==> src/rtl/ctrl_pkg.sv <==
// Shared definitions for the ID-stage controller: opcodes, execute
// commands, branch-condition codes and the ID/EX control bundle.
package ctrl_pkg;

    // Opcode map (BEQ/BLT are the newest additions).
    localparam logic [5:0] OP_NOP  = 6'd0;
    localparam logic [5:0] OP_ADD  = 6'd1;
    localparam logic [5:0] OP_SUB  = 6'd2;
    localparam logic [5:0] OP_AND  = 6'd3;
    localparam logic [5:0] OP_SLL  = 6'd4;
    localparam logic [5:0] OP_ADDI = 6'd5;
    localparam logic [5:0] OP_LW   = 6'd6;
    localparam logic [5:0] OP_SW   = 6'd7;
    localparam logic [5:0] OP_CLR  = 6'd8;
    localparam logic [5:0] OP_CMP  = 6'd9;
    localparam logic [5:0] OP_BNE  = 6'd10;
    localparam logic [5:0] OP_JMP  = 6'd11;
    localparam logic [5:0] OP_MULT = 6'd12;
    localparam logic [5:0] OP_BEQ  = 6'd13;
    localparam logic [5:0] OP_BLT  = 6'd14;

    // Execute-stage commands.
    localparam logic [3:0] EXE_NOP  = 4'd0;
    localparam logic [3:0] EXE_ADD  = 4'd1;
    localparam logic [3:0] EXE_SUB  = 4'd2;
    localparam logic [3:0] EXE_AND  = 4'd3;
    localparam logic [3:0] EXE_SLL  = 4'd4;
    localparam logic [3:0] EXE_CLR  = 4'd5;
    localparam logic [3:0] EXE_MULT = 4'd6;

    // Branch conditions evaluated against the architectural flags.
    localparam logic [2:0] COND_NONE = 3'd0;
    localparam logic [2:0] COND_NE   = 3'd1;
    localparam logic [2:0] COND_EQ   = 3'd2;
    localparam logic [2:0] COND_LT   = 3'd3;
    localparam logic [2:0] COND_AL   = 3'd4;

    // ID/EX control bundle; all-zero is a bubble.
    typedef struct packed {
        logic       ex_valid;
        logic [3:0] exe_cmd;
        logic       is_imm;
        logic       st_or_bne;
        logic       wb_en;
        logic       mem_r_en;
        logic       mem_w_en;
        logic       jump_en;
    } ctrl_bundle_t;

endpackage

==> src/rtl/pipe_ctrl_unit_if.sv <==
// Handshake/bus signals between the ID stage and the decode/issue controller.
interface pipe_ctrl_unit_if #(
    parameter int OPC_W     = 6,
    parameter int WORD_W    = 32,
    parameter int EXE_CMD_W = 4
);
    logic                 in_valid;
    logic [OPC_W-1:0]     opcode;
    logic [WORD_W-1:0]    src1;
    logic [WORD_W-1:0]    src2;
    logic                 hazard;
    logic                 flush;

    logic                 ex_valid;
    logic [EXE_CMD_W-1:0] exe_cmd;
    logic                 is_imm;
    logic                 st_or_bne;
    logic                 wb_en;
    logic                 mem_r_en;
    logic                 mem_w_en;
    logic                 branch_taken;
    logic                 jump_en;
    logic                 flag_z;
    logic                 flag_n;
    logic                 stall_out;
    logic                 illegal_op;

    modport master (
        output in_valid, opcode, src1, src2, hazard, flush,
        input  ex_valid, exe_cmd, is_imm, st_or_bne, wb_en, mem_r_en, mem_w_en,
               branch_taken, jump_en, flag_z, flag_n, stall_out, illegal_op
    );

    modport slave (
        input  in_valid, opcode, src1, src2, hazard, flush,
        output ex_valid, exe_cmd, is_imm, st_or_bne, wb_en, mem_r_en, mem_w_en,
               branch_taken, jump_en, flag_z, flag_n, stall_out, illegal_op
    );
endinterface

==> src/rtl/cond_flags.sv <==
// Architectural Z/N flags, the CMP subtractor and branch-condition evaluation.
module cond_flags
    import ctrl_pkg::*;
#(
    parameter int WORD_W = 32
) (
    input  logic              clk,
    input  logic              rst,
    input  logic              cmp_we,
    input  logic [WORD_W-1:0] src1,
    input  logic [WORD_W-1:0] src2,
    input  logic [2:0]        cond,
    output logic              flag_z,
    output logic              flag_n,
    output logic              taken
);
    // One extra bit so the sign of the difference never wraps.
    logic signed [WORD_W:0] diff;
    assign diff = $signed({src1[WORD_W-1], src1}) - $signed({src2[WORD_W-1], src2});

    logic z_reg;
    logic n_reg;

    // Flags change only on an accepted CMP.
    always_ff @(posedge clk or posedge rst) begin
        if (rst) begin
            z_reg <= 1'b0;
            n_reg <= 1'b0;
        end else if (cmp_we) begin
            z_reg <= (diff == '0);
            n_reg <= diff[WORD_W];
        end
    end

    // Branch resolution uses the registered flags only.
    always_comb begin
        taken = 1'b0;
        case (cond)
            COND_NE: taken = ~z_reg;
            COND_EQ: taken = z_reg;
            COND_LT: taken = n_reg;
            COND_AL: taken = 1'b1;
            default: taken = 1'b0;
        endcase
    end

    assign flag_z = z_reg;
    assign flag_n = n_reg;
endmodule

==> src/rtl/pipe_ctrl_unit.sv <==
// Registered ID-stage decode/issue controller with MULT busy sequencing.
module pipe_ctrl_unit
    import ctrl_pkg::*;
#(
    parameter int OPC_W     = 6,
    parameter int WORD_W    = 32,
    parameter int EXE_CMD_W = 4,
    parameter int MULT_LAT  = 4
) (
    input logic             clk,
    input logic             rst,
    pipe_ctrl_unit_if.slave bus
);
    localparam int CNT_W = $clog2(MULT_LAT + 1);
    localparam logic [0:0] ST_RUN  = 1'b0;
    localparam logic [0:0] ST_BUSY = 1'b1;

    ctrl_bundle_t dec;
    logic [2:0]   dec_cond;
    logic         dec_legal;
    logic         dec_cmp;
    logic         dec_mult;
    logic         accept;
    logic         taken;

    ctrl_bundle_t bundle_reg, bundle_next;
    logic         taken_reg, taken_next;
    logic         illegal_reg, illegal_next;
    logic         stall_reg, stall_next;
    logic [0:0]   state_reg, state_next;
    logic [CNT_W-1:0] cnt_reg, cnt_next;

    assign accept = bus.in_valid & ~bus.hazard & ~bus.flush & ~stall_reg;

    // Opcode decode into the control bundle and branch condition.
    always_comb begin
        dec          = '0;
        dec.ex_valid = 1'b1;
        dec_cond     = COND_NONE;
        dec_legal    = 1'b1;
        dec_cmp      = 1'b0;
        dec_mult     = 1'b0;
        case (bus.opcode)
            OPC_W'(OP_NOP):  ;
            OPC_W'(OP_ADD):  begin dec.exe_cmd = EXE_ADD; dec.wb_en = 1'b1; end
            OPC_W'(OP_SUB):  begin dec.exe_cmd = EXE_SUB; dec.wb_en = 1'b1; end
            OPC_W'(OP_AND):  begin dec.exe_cmd = EXE_AND; dec.wb_en = 1'b1; end
            OPC_W'(OP_SLL):  begin dec.exe_cmd = EXE_SLL; dec.wb_en = 1'b1; end
            OPC_W'(OP_ADDI): begin dec.exe_cmd = EXE_ADD; dec.wb_en = 1'b1; dec.is_imm = 1'b1; end
            OPC_W'(OP_LW): begin
                dec.exe_cmd   = EXE_ADD;
                dec.wb_en     = 1'b1;
                dec.is_imm    = 1'b1;
                dec.st_or_bne = 1'b1;
                dec.mem_r_en  = 1'b1;
            end
            OPC_W'(OP_SW): begin
                dec.is_imm    = 1'b1;
                dec.st_or_bne = 1'b1;
                dec.mem_w_en  = 1'b1;
            end
            OPC_W'(OP_CLR):  begin dec.exe_cmd = EXE_CLR; dec.wb_en = 1'b1; end
            OPC_W'(OP_CMP):  dec_cmp = 1'b1;
            OPC_W'(OP_BNE):  begin dec.is_imm = 1'b1; dec.st_or_bne = 1'b1; dec_cond = COND_NE; end
            OPC_W'(OP_BEQ):  begin dec.is_imm = 1'b1; dec_cond = COND_EQ; end
            OPC_W'(OP_BLT):  begin dec.is_imm = 1'b1; dec_cond = COND_LT; end
            OPC_W'(OP_JMP):  begin dec.is_imm = 1'b1; dec.jump_en = 1'b1; dec_cond = COND_AL; end
            OPC_W'(OP_MULT): begin dec.exe_cmd = EXE_MULT; dec.wb_en = 1'b1; dec_mult = 1'b1; end
            default: begin
                dec       = '0;
                dec_legal = 1'b0;
            end
        endcase
    end

    cond_flags #(.WORD_W(WORD_W)) u_cond_flags (
        .clk    (clk),
        .rst    (rst),
        .cmp_we (accept & dec_cmp),
        .src1   (bus.src1),
        .src2   (bus.src2),
        .cond   (dec_cond),
        .flag_z (bus.flag_z),
        .flag_n (bus.flag_n),
        .taken  (taken)
    );

    // Next bundle and MULT busy FSM; flush overrides everything.
    always_comb begin
        bundle_next  = '0;
        taken_next   = 1'b0;
        illegal_next = 1'b0;
        state_next   = state_reg;
        cnt_next     = cnt_reg;
        stall_next   = stall_reg;
        if (bus.flush) begin
            state_next = ST_RUN;
            cnt_next   = '0;
            stall_next = 1'b0;
        end else begin
            if (state_reg == ST_BUSY) begin
                cnt_next = cnt_reg - CNT_W'(1);
                if (cnt_reg == CNT_W'(1)) begin
                    state_next = ST_RUN;
                    stall_next = 1'b0;
                end
            end
            if (accept) begin
                if (dec_legal) begin
                    bundle_next = dec;
                    taken_next  = taken;
                end else begin
                    illegal_next = 1'b1;
                end
                if (dec_mult && (MULT_LAT > 1)) begin
                    state_next = ST_BUSY;
                    cnt_next   = CNT_W'(MULT_LAT - 1);
                    stall_next = 1'b1;
                end
            end
        end
    end

    // Output register and FSM state.
    always_ff @(posedge clk or posedge rst) begin
        if (rst) begin
            bundle_reg  <= '0;
            taken_reg   <= 1'b0;
            illegal_reg <= 1'b0;
            stall_reg   <= 1'b0;
            state_reg   <= ST_RUN;
            cnt_reg     <= '0;
        end else begin
            bundle_reg  <= bundle_next;
            taken_reg   <= taken_next;
            illegal_reg <= illegal_next;
            stall_reg   <= stall_next;
            state_reg   <= state_next;
            cnt_reg     <= cnt_next;
        end
    end

    assign bus.ex_valid     = bundle_reg.ex_valid;
    assign bus.exe_cmd      = EXE_CMD_W'(bundle_reg.exe_cmd);
    assign bus.is_imm       = bundle_reg.is_imm;
    assign bus.st_or_bne    = bundle_reg.st_or_bne;
    assign bus.wb_en        = bundle_reg.wb_en;
    assign bus.mem_r_en     = bundle_reg.mem_r_en;
    assign bus.mem_w_en     = bundle_reg.mem_w_en;
    assign bus.jump_en      = bundle_reg.jump_en;
    assign bus.branch_taken = taken_reg;
    assign bus.illegal_op   = illegal_reg;
    assign bus.stall_out    = stall_reg;
endmodule

==> src/flat_wrapper.sv <==
// flat-port wrapper written by rule: the top's interface ports become plain ports
module pipe_ctrl_unit_flat import ctrl_pkg::*;
#(
    parameter int OPC_W     = 6,
    parameter int WORD_W    = 32,
    parameter int EXE_CMD_W = 4,
    parameter int MULT_LAT  = 4
)
  (clk, rst, bus_in_valid, bus_opcode, bus_src1, bus_src2, bus_hazard, bus_flush, bus_ex_valid, bus_exe_cmd, bus_is_imm, bus_st_or_bne, bus_wb_en, bus_mem_r_en, bus_mem_w_en, bus_branch_taken, bus_jump_en, bus_flag_z, bus_flag_n, bus_stall_out, bus_illegal_op);
  pipe_ctrl_unit_if #(.OPC_W(OPC_W), .WORD_W(WORD_W), .EXE_CMD_W(EXE_CMD_W)) bus_i ();
  input logic clk;
  input logic rst;
  input wire logic [$bits(bus_i.in_valid)-1:0] bus_in_valid;
  input wire logic [$bits(bus_i.opcode)-1:0] bus_opcode;
  input wire logic [$bits(bus_i.src1)-1:0] bus_src1;
  input wire logic [$bits(bus_i.src2)-1:0] bus_src2;
  input wire logic [$bits(bus_i.hazard)-1:0] bus_hazard;
  input wire logic [$bits(bus_i.flush)-1:0] bus_flush;
  output wire logic [$bits(bus_i.ex_valid)-1:0] bus_ex_valid;
  output wire logic [$bits(bus_i.exe_cmd)-1:0] bus_exe_cmd;
  output wire logic [$bits(bus_i.is_imm)-1:0] bus_is_imm;
  output wire logic [$bits(bus_i.st_or_bne)-1:0] bus_st_or_bne;
  output wire logic [$bits(bus_i.wb_en)-1:0] bus_wb_en;
  output wire logic [$bits(bus_i.mem_r_en)-1:0] bus_mem_r_en;
  output wire logic [$bits(bus_i.mem_w_en)-1:0] bus_mem_w_en;
  output wire logic [$bits(bus_i.branch_taken)-1:0] bus_branch_taken;
  output wire logic [$bits(bus_i.jump_en)-1:0] bus_jump_en;
  output wire logic [$bits(bus_i.flag_z)-1:0] bus_flag_z;
  output wire logic [$bits(bus_i.flag_n)-1:0] bus_flag_n;
  output wire logic [$bits(bus_i.stall_out)-1:0] bus_stall_out;
  output wire logic [$bits(bus_i.illegal_op)-1:0] bus_illegal_op;
  assign bus_i.in_valid = bus_in_valid;
  assign bus_i.opcode = bus_opcode;
  assign bus_i.src1 = bus_src1;
  assign bus_i.src2 = bus_src2;
  assign bus_i.hazard = bus_hazard;
  assign bus_i.flush = bus_flush;
  assign bus_ex_valid = bus_i.ex_valid;
  assign bus_exe_cmd = bus_i.exe_cmd;
  assign bus_is_imm = bus_i.is_imm;
  assign bus_st_or_bne = bus_i.st_or_bne;
  assign bus_wb_en = bus_i.wb_en;
  assign bus_mem_r_en = bus_i.mem_r_en;
  assign bus_mem_w_en = bus_i.mem_w_en;
  assign bus_branch_taken = bus_i.branch_taken;
  assign bus_jump_en = bus_i.jump_en;
  assign bus_flag_z = bus_i.flag_z;
  assign bus_flag_n = bus_i.flag_n;
  assign bus_stall_out = bus_i.stall_out;
  assign bus_illegal_op = bus_i.illegal_op;
  pipe_ctrl_unit #(.OPC_W(OPC_W), .WORD_W(WORD_W), .EXE_CMD_W(EXE_CMD_W), .MULT_LAT(MULT_LAT)) u_core (.clk(clk), .rst(rst), .bus(bus_i));
endmodule
==> config.mk <==
export PLATFORM = sky130hd
export DESIGN_NAME = pipe_ctrl_unit_flat
export DESIGN_NICKNAME = d
export VERILOG_FILES = /design/src/rtl/ctrl_pkg.sv /design/src/rtl/pipe_ctrl_unit_if.sv /design/src/rtl/cond_flags.sv /design/src/rtl/pipe_ctrl_unit.sv /design/src/flat_wrapper.sv
export SDC_FILE = /design/constraint.sdc
export NUM_CORES = 1
export LEC_CHECK = 0
export BUFFER_PORTS_ARGS = -buffer_cell sky130_fd_sc_hd__buf_2
export CORE_ASPECT_RATIO = 1.2
export CORE_MARGIN = 5
export CORE_UTILIZATION = 55
export DETAILED_ROUTE_END_ITERATION = 6
export PLACE_DENSITY_LB_ADDON = 0.3
export SYNTH_ARGS = -nofsm -noshare
export SYNTH_HDL_FRONTEND = slang
export SYNTH_SLANG_ARGS = --single-unit
==> constraint.sdc <==
create_clock -name clk -period 8.9 [get_ports clk]
set_input_delay 2.67 -clock clk [delete_from_list [all_inputs] [get_ports clk]]
set_output_delay 2.67 -clock clk [all_outputs]
set_load 0.02 [all_outputs]
==> impl_metrics.tcl, run 1 <==
set metrics [dict create \
    vias_per_cell 6.06 \
    outcome "finished clean" \
    start_util_pct 56.9 \
    tns_ns 0 \
    drt_wl_total_um 9590 \
    ir_drop_mv 0.0523 \
    fillCellCount 546 \
    drt_iter0_drc 230 \
    crit_path_start "bus_flush" \
    dpl.hpwl_um 7870 \
    netlist-cell-type-count 65 \
    post-route-period-util_pct 62.7 \
    clock-sinks 19 \
    drt.antenna.violating_nets 0 \
    wl_met2_um 4960 \
    cts_tree "done" \
    diodes 0 \
    rsz0062_at_grt "false" \
    htree_levels 1 \
    dr.pass1.iters 7 \
    finalHoldViolCount 0 \
    core_mm2 0.00571 \
    track_usage_pct 25.1 \
    async_flop_share_pct 100 \
    path_clk_slew_ns 0.08 \
    setup_viol 0 \
    clkLatencyLatePin_ns 0.26 \
    crit_arrival_ns 5.78 \
    antenna_found_initial 0 \
    hp-start "u_core.u_cond_flags.flag_n" \
    dieArea_mm2 0.00754 \
    overflow 0 \
    die_w_um 80.1 \
    dr.max_layer_used "met4" \
    r2r-start "u_core.bus.stall_out" \
    cap_violations 0 \
    synth_edf_count 0 \
    power.leakage_uw 0.00194 \
    syn_inst 467 \
    syn_nets 577 \
    rows 30 \
    postCtsHoldBufs 0 \
    cts_setup_buffers 0 \
    hold_path_end "u_core.u_cond_flags.flag_n" \
    postSynthAreaPerCell_um2 6.95 \
    pwr_density_cell_mw_per_mm2 93.4 \
    fin_nets 654 \
    reg2reg_setup_slack_ns 5.49 \
    syn-cell-area_mm2 0.00325 \
    place_congestion 0.989 \
    slowest_delay_ns 0.56 \
    critPathCaptureType "flop" \
    synth_top_flop_cell "dfrtp_1" \
    path_cells "buf_2 -> or4b_4 -> or3_1 -> or4_4 -> or4_4 -> a2111oi_4 -> nand4_1 -> nor4_1 -> nand4_1 -> nand2_1" \
    met1_length_um 3850 \
    ctsLongestPathBuffers 2 \
    slowest_stage "or4_4" \
    path_max_fanout 7 \
    max_freq_mhz 179 \
    required_ns 9.10 \
    routedWlPerCell_um 15.4 \
    worst_pin_slew_ns 1.10 \
    hold_class "flop to flop" \
    drive_above_1_share_pct 19.2 \
    route.met3.wl_um 558 \
    grt_max_degree 20 \
    pin_count 91 \
    root_buffer "clkbuf_8" \
    vias 3773 \
    grt_pass1_wl_um 15600 \
    r2r-end "u_core.u_cond_flags.flag_z" \
    max_slew_margin_pct 24.4 \
    yosysSeqAreaShare_pct 14.6 \
    start_kind "input port" \
    maxSlewViolCount 0 \
    rr_worst_depth 9 \
    utilization_pct 66.1 \
    synth_seq_cells 19 \
    drc 0 \
    post_cts_resized 0 \
    cts_buffers 3 \
    syn_to_final_growth_pct 16.2 \
    synth_warnings 0 \
    period_minus_slack_ns 5.58 \
    grt_pass1_vias 3600 \
    die_height_um 94.2 \
    hold_depth 1 \
    portBuffers 89 \
    skew_ns 0.00275 \
    crit_type "input port to flop" \
]
[routing by layer]
layer  global-route usage, %  up-vias
met5                       0        -
met3                    1.63       22
met1                    29.0     1724
met4                    9.44        0
met2                    47.2      160
li1                        -     1867
[per-stage QoR]
stage | cells | setup WS [ns] | hold WS [ns] | total power, uW | cell area (um^2)
2_1_floorplan | 467 | 3.45 | 0.558 | 232 | 3250
3_3_place_gp | 619 | 3.11 | 0.521 | 283 | 3720
3_5_place_dp | 619 | 3.06 | 0.527 | 286 | 3720
4_1_cts | 623 | 3.32 | 0.545 | 349 | 3770
5_1_grt | 623 | 3.10 | 0.584 | 380 | 3770
6_report | 623 | 3.32 | 0.553 | 352 | 3770
[logic make-up (layout without fill, tap and decap cells)]
kind of cell	Yosys count	after routing	synth area share (%)
AND/OR/NAND/NOR	170	170	26.5
AO/OA/AOI/OAI	154	154	32.1
buffers and inverters	73	149	8.60
adder cells (fa/ha/maj)	35	35	13.7
flip-flops	19	19	14.6
XOR/XNOR	9	9	2.43
multiplexers	6	6	1.93
other	1	1	0.116
[how the worst max path moves through the flow]
stage | depth (start not counted) | to
after floorplan | 10 | u_core.u_cond_flags.flag_z
after global placement | 10 | u_core.u_cond_flags.flag_z
after detailed placement | 10 | u_core.u_cond_flags.flag_z
after CTS | 10 | u_core.u_cond_flags.flag_z
after global routing | 12 | u_core.u_cond_flags.flag_z
final | 10 | u_core.u_cond_flags.flag_z
[power by group]
| group | leakage, uW | total [uW] | switching [uW] | internal, uW |
|---|---|---|---|---|
| registers | 0.000265 | 87.3 | 0.327 | 87.0 |
| clock network | 0.0000217 | 62.3 | 30.7 | 31.6 |
| logic | 0.00166 | 203 | 122 | 81.2 |
| total | 0.00194 | 352 | 153 | 200 |
[synthesized netlist by cell type (4+ instances only)]
cell type  number  area (um^2)
inv_1          56          210
nand2_1        49          184
a21oi_1        44          220
nor2_1         37          139
ha_1           34          425
o21ai_0        25          125
dfrtp_1        19          475
nor3_1         16         80.1
clkbuf_1       15         56.3
a21o_1         11         82.6
and3_1          9         56.3
a2111oi_0       7         61.3
a211oi_1        7         52.6
nand3_1         7         35.0
nand4_1         7         43.8
nor2b_1         7         43.8
or3_1           7         43.8
a31oi_1         6         37.5
nand2b_1        6         37.5
nor4_1          5         31.3
o21a_1          5         37.5
o31a_1          5         43.8
xor2_1          5         43.8
a221oi_1        4         35.0
and2_1          4         25.0
mux2i_1         4         40.0
o21ai_1         4         20.0
xnor2_1         4         35.0
[cell usage in the layout, fill, tap and decap left out, types with 4 or more instances in the layout]
cell type	count
xnor2_1	4
o21ai_0	25
nand4_1	7
nor2_1	37
a2111oi_0	7
ha_1	34
dfrtp_1	19
buf_2	89
mux2i_1	4
nor4_1	5
o21ai_1	4
o21a_1	5
nand2b_1	6
o31a_1	5
nor3_1	16
and2_1	4
or3_1	7
xor2_1	5
and3_1	9
a221oi_1	4
inv_1	56
a31oi_1	6
nand2_1	49
a211oi_1	7
a21oi_1	44
nor2b_1	7
nand3_1	7
a21o_1	11
[layout make-up]
| cell class | count | area [um^2] | share of cell area (%) |
|---|---|---|---|
| tap | 80 | 100 | 2.65 |
| timing repair buffer | 89 | 445 | 11.8 |
| sequential | 19 | 475 | 12.6 |
| inverter | 56 | 210 | 5.57 |
| multi-input combinational | 375 | 2490 | 66.1 |
| clock buffer | 3 | 41.3 | 1.09 |
| clock inverter | 1 | 7.51 | 0.199 |
[worst max-delay path: cells and delay by family]
kind / cells / cell delay, ns
and+or+nand+nor: 8 / 2.78
buffers and inverters: 1 / 0.14
AOI/OAI and AO/OA: 1 / 0.19
(Power assumes the default switching activity.)
==> run 2, diff against run 1 <==
--- a/config.mk
+++ b/config.mk
@@ -8,7 +8,7 @@
 export BUFFER_PORTS_ARGS = -buffer_cell sky130_fd_sc_hd__buf_2
 export CORE_ASPECT_RATIO = 1.2
 export CORE_MARGIN = 5
-export CORE_UTILIZATION = 55
+export CORE_UTILIZATION = 49
 export DETAILED_ROUTE_END_ITERATION = 6
 export PLACE_DENSITY_LB_ADDON = 0.3
 export SYNTH_ARGS = -nofsm -noshare
==> constraint.sdc (replaced) <==
create_clock -name clk -period 4.5 [get_ports clk]
set_input_delay 1.35 -clock clk [delete_from_list [all_inputs] [get_ports clk]]
set_output_delay 1.35 -clock clk [all_outputs]
set_load 0.02 [all_outputs]
==> impl_metrics.tcl, run 2 (synthesized netlist as in run 1, its figures left out) <==
set metrics [dict create \
    hp-start "u_core.u_cond_flags.flag_z" \
    instances_no_fill 638 \
    final_area_mm2 0.00385 \
    start_kind "input port" \
    setup_viol 0 \
    clkLatencyLatePin_ns 0.26 \
    die_height_um 99.2 \
    internal_power_uw 403 \
    crit_type "input port to flop" \
    maxSlewViolCount 0 \
    final_cell_mix "buf_2 (89), inv_1 (56), nand2_1 (49), a21oi_1 (44), nor2_1 (37)" \
    drt_wl_total_um 9300 \
    p_clk_share_pct 17.2 \
    pwr_density_cell_mw_per_mm2 182 \
    multi_input_area_mm2 0.00249 \
    overflow 0 \
    power.leakage_uw 0.00199 \
    drc 0 \
    drive_above_1_share_pct 20.6 \
    grt_most_used_layer "met2" \
    place_congestion 0.915 \
    syn_to_final_growth_pct 18.7 \
    regArea_um2 475 \
    htree_levels 1 \
    holdWs_ns 0.532 \
    path_cells "buf_2 -> or4b_4 -> or3_1 -> or4_4 -> or4_4 -> a2111oi_4 -> nand4_1 -> nor4_1 -> nand4_1 -> nand2_1" \
    grt_pass1_vias 3697 \
    diodes 0 \
    p_sw_uw 299 \
    use_met3_pct 2.49 \
    fin_nets 664 \
    core_mm2 0.00645 \
    ir_drop_mv 0.124 \
    post_cts_resized 0 \
    dpl.hpwl_um 7740 \
    slowest_stage "or4_4" \
    slowest_delay_ns 0.56 \
    cap_violations 0 \
    critPathCaptureType "flop" \
    rsz0062_at_grt "false" \
    vias 3808 \
    pwr-share-seq_pct 24.6 \
    pin_count 91 \
    portBuffers 89 \
    grt_max_degree 20 \
    max_freq_mhz 242 \
    drt.antenna.violating_nets 0 \
    track_usage_pct 21.6 \
    max_slew_margin_pct 52.7 \
    skew_ns 0.00350 \
    postCtsHoldBufs 0 \
    antenna_found_initial 0 \
    cts_setup_buffers 0 \
    clock-sinks 19 \
    crit_arrival_ns 4.33 \
    drt_iter0_drc 182 \
    rows 32 \
    die_w_um 84.3 \
    start_util_pct 50.3 \
    gr-usage-met2_pct 40.3 \
    vias_per_cell 5.97 \
    reg2reg_setup_slack_ns 1.21 \
    hold_class "flop to flop" \
    path_clk_slew_ns 0.07 \
    outcome "finished clean" \
    dr.pass1.iters 5 \
    ctsLongestPathBuffers 2 \
    worst_pin_slew_ns 0.709 \
    path_max_fanout 6 \
    grt_util_met1_pct 25.1 \
    period_minus_slack_ns 4.13 \
    grt_pass1_wl_um 15600 \
    utilization_pct 59.8 \
    swShare_pct 42.6 \
    dieArea_mm2 0.00836 \
    fillCellCount 650 \
    tns_ns 0 \
    required_ns 4.70 \
    crit_path_start "bus_flush" \
    r2r-start "u_core.bus.stall_out" \
    layout_commonest_cell "buf_2" \
    finalHoldViolCount 0 \
    place_area_mm2 0.00380 \
    power_frac_comb_pct 58.2 \
    cts_buffers 3 \
    root_buffer "clkbuf_8" \
    post-route-period-util_pct 91.9 \
    post-place-cells 634 \
    cts_tree "done" \
    routedWlPerCell_um 14.6 \
]
==> run 2: through the flow <==
stage	setup slack [ns]	power [uW]
floorplan	0.371	460
CTS	0.386	698
global route	0.218	757
detailed placement	0.136	575
global placement	0.220	570
finish	0.366	701
==> run 2: worst max-delay path: cells and delay by family <==
kind | cells | cell delay [ns]
compound gates | 1 | 0.19
buf+inv | 1 | 0.14
simple gates | 8 | 2.64
==> run 2: layer usage <==
metal  up-vias  wire (um)  share of wire [%]
met1      1755       3710                 40
met2       144       4820                 52
met5         -          0                  0
met4         0        242                2.6
li1       1880          -                  -
met3        29        528                5.7
==> run 2: cell type report <==
| class | count | share of cell area, % |
|---|---|---|
| multi-input combinational | 375 | 64.7 |
| timing repair buffer | 99 | 13.5 |
| sequential | 19 | 12.3 |
| inverter | 56 | 5.46 |
| tap | 85 | 2.76 |
| clock buffer | 3 | 1.07 |
| clock inverter | 1 | 0.195 |
==> run 2: power groups by stage <==
stage / Sequential (uW) / Combinational [uW] / Clock (uW)
5_1_grt: 173 / 453 / 130
2_1_floorplan: 178 / 282 / 0
4_1_cts: 173 / 402 / 123
6_report: 173 / 408 / 121
3_5_place_dp: 176 / 399 / 0
3_3_place_gp: 176 / 394 / 0
==> run 2: path summary, 6_finish.rpt <==
kind,cells past startpoint,to
max,10,u_core.u_cond_flags.flag_z
max reg2reg,9,u_core.u_cond_flags.flag_z
min,2,u_core.u_cond_flags.flag_z
max in group asynchronous,2,u_core.cnt_reg[2]
min in group asynchronous,2,u_core.u_cond_flags.flag_n
min reg2reg,2,u_core.u_cond_flags.flag_z
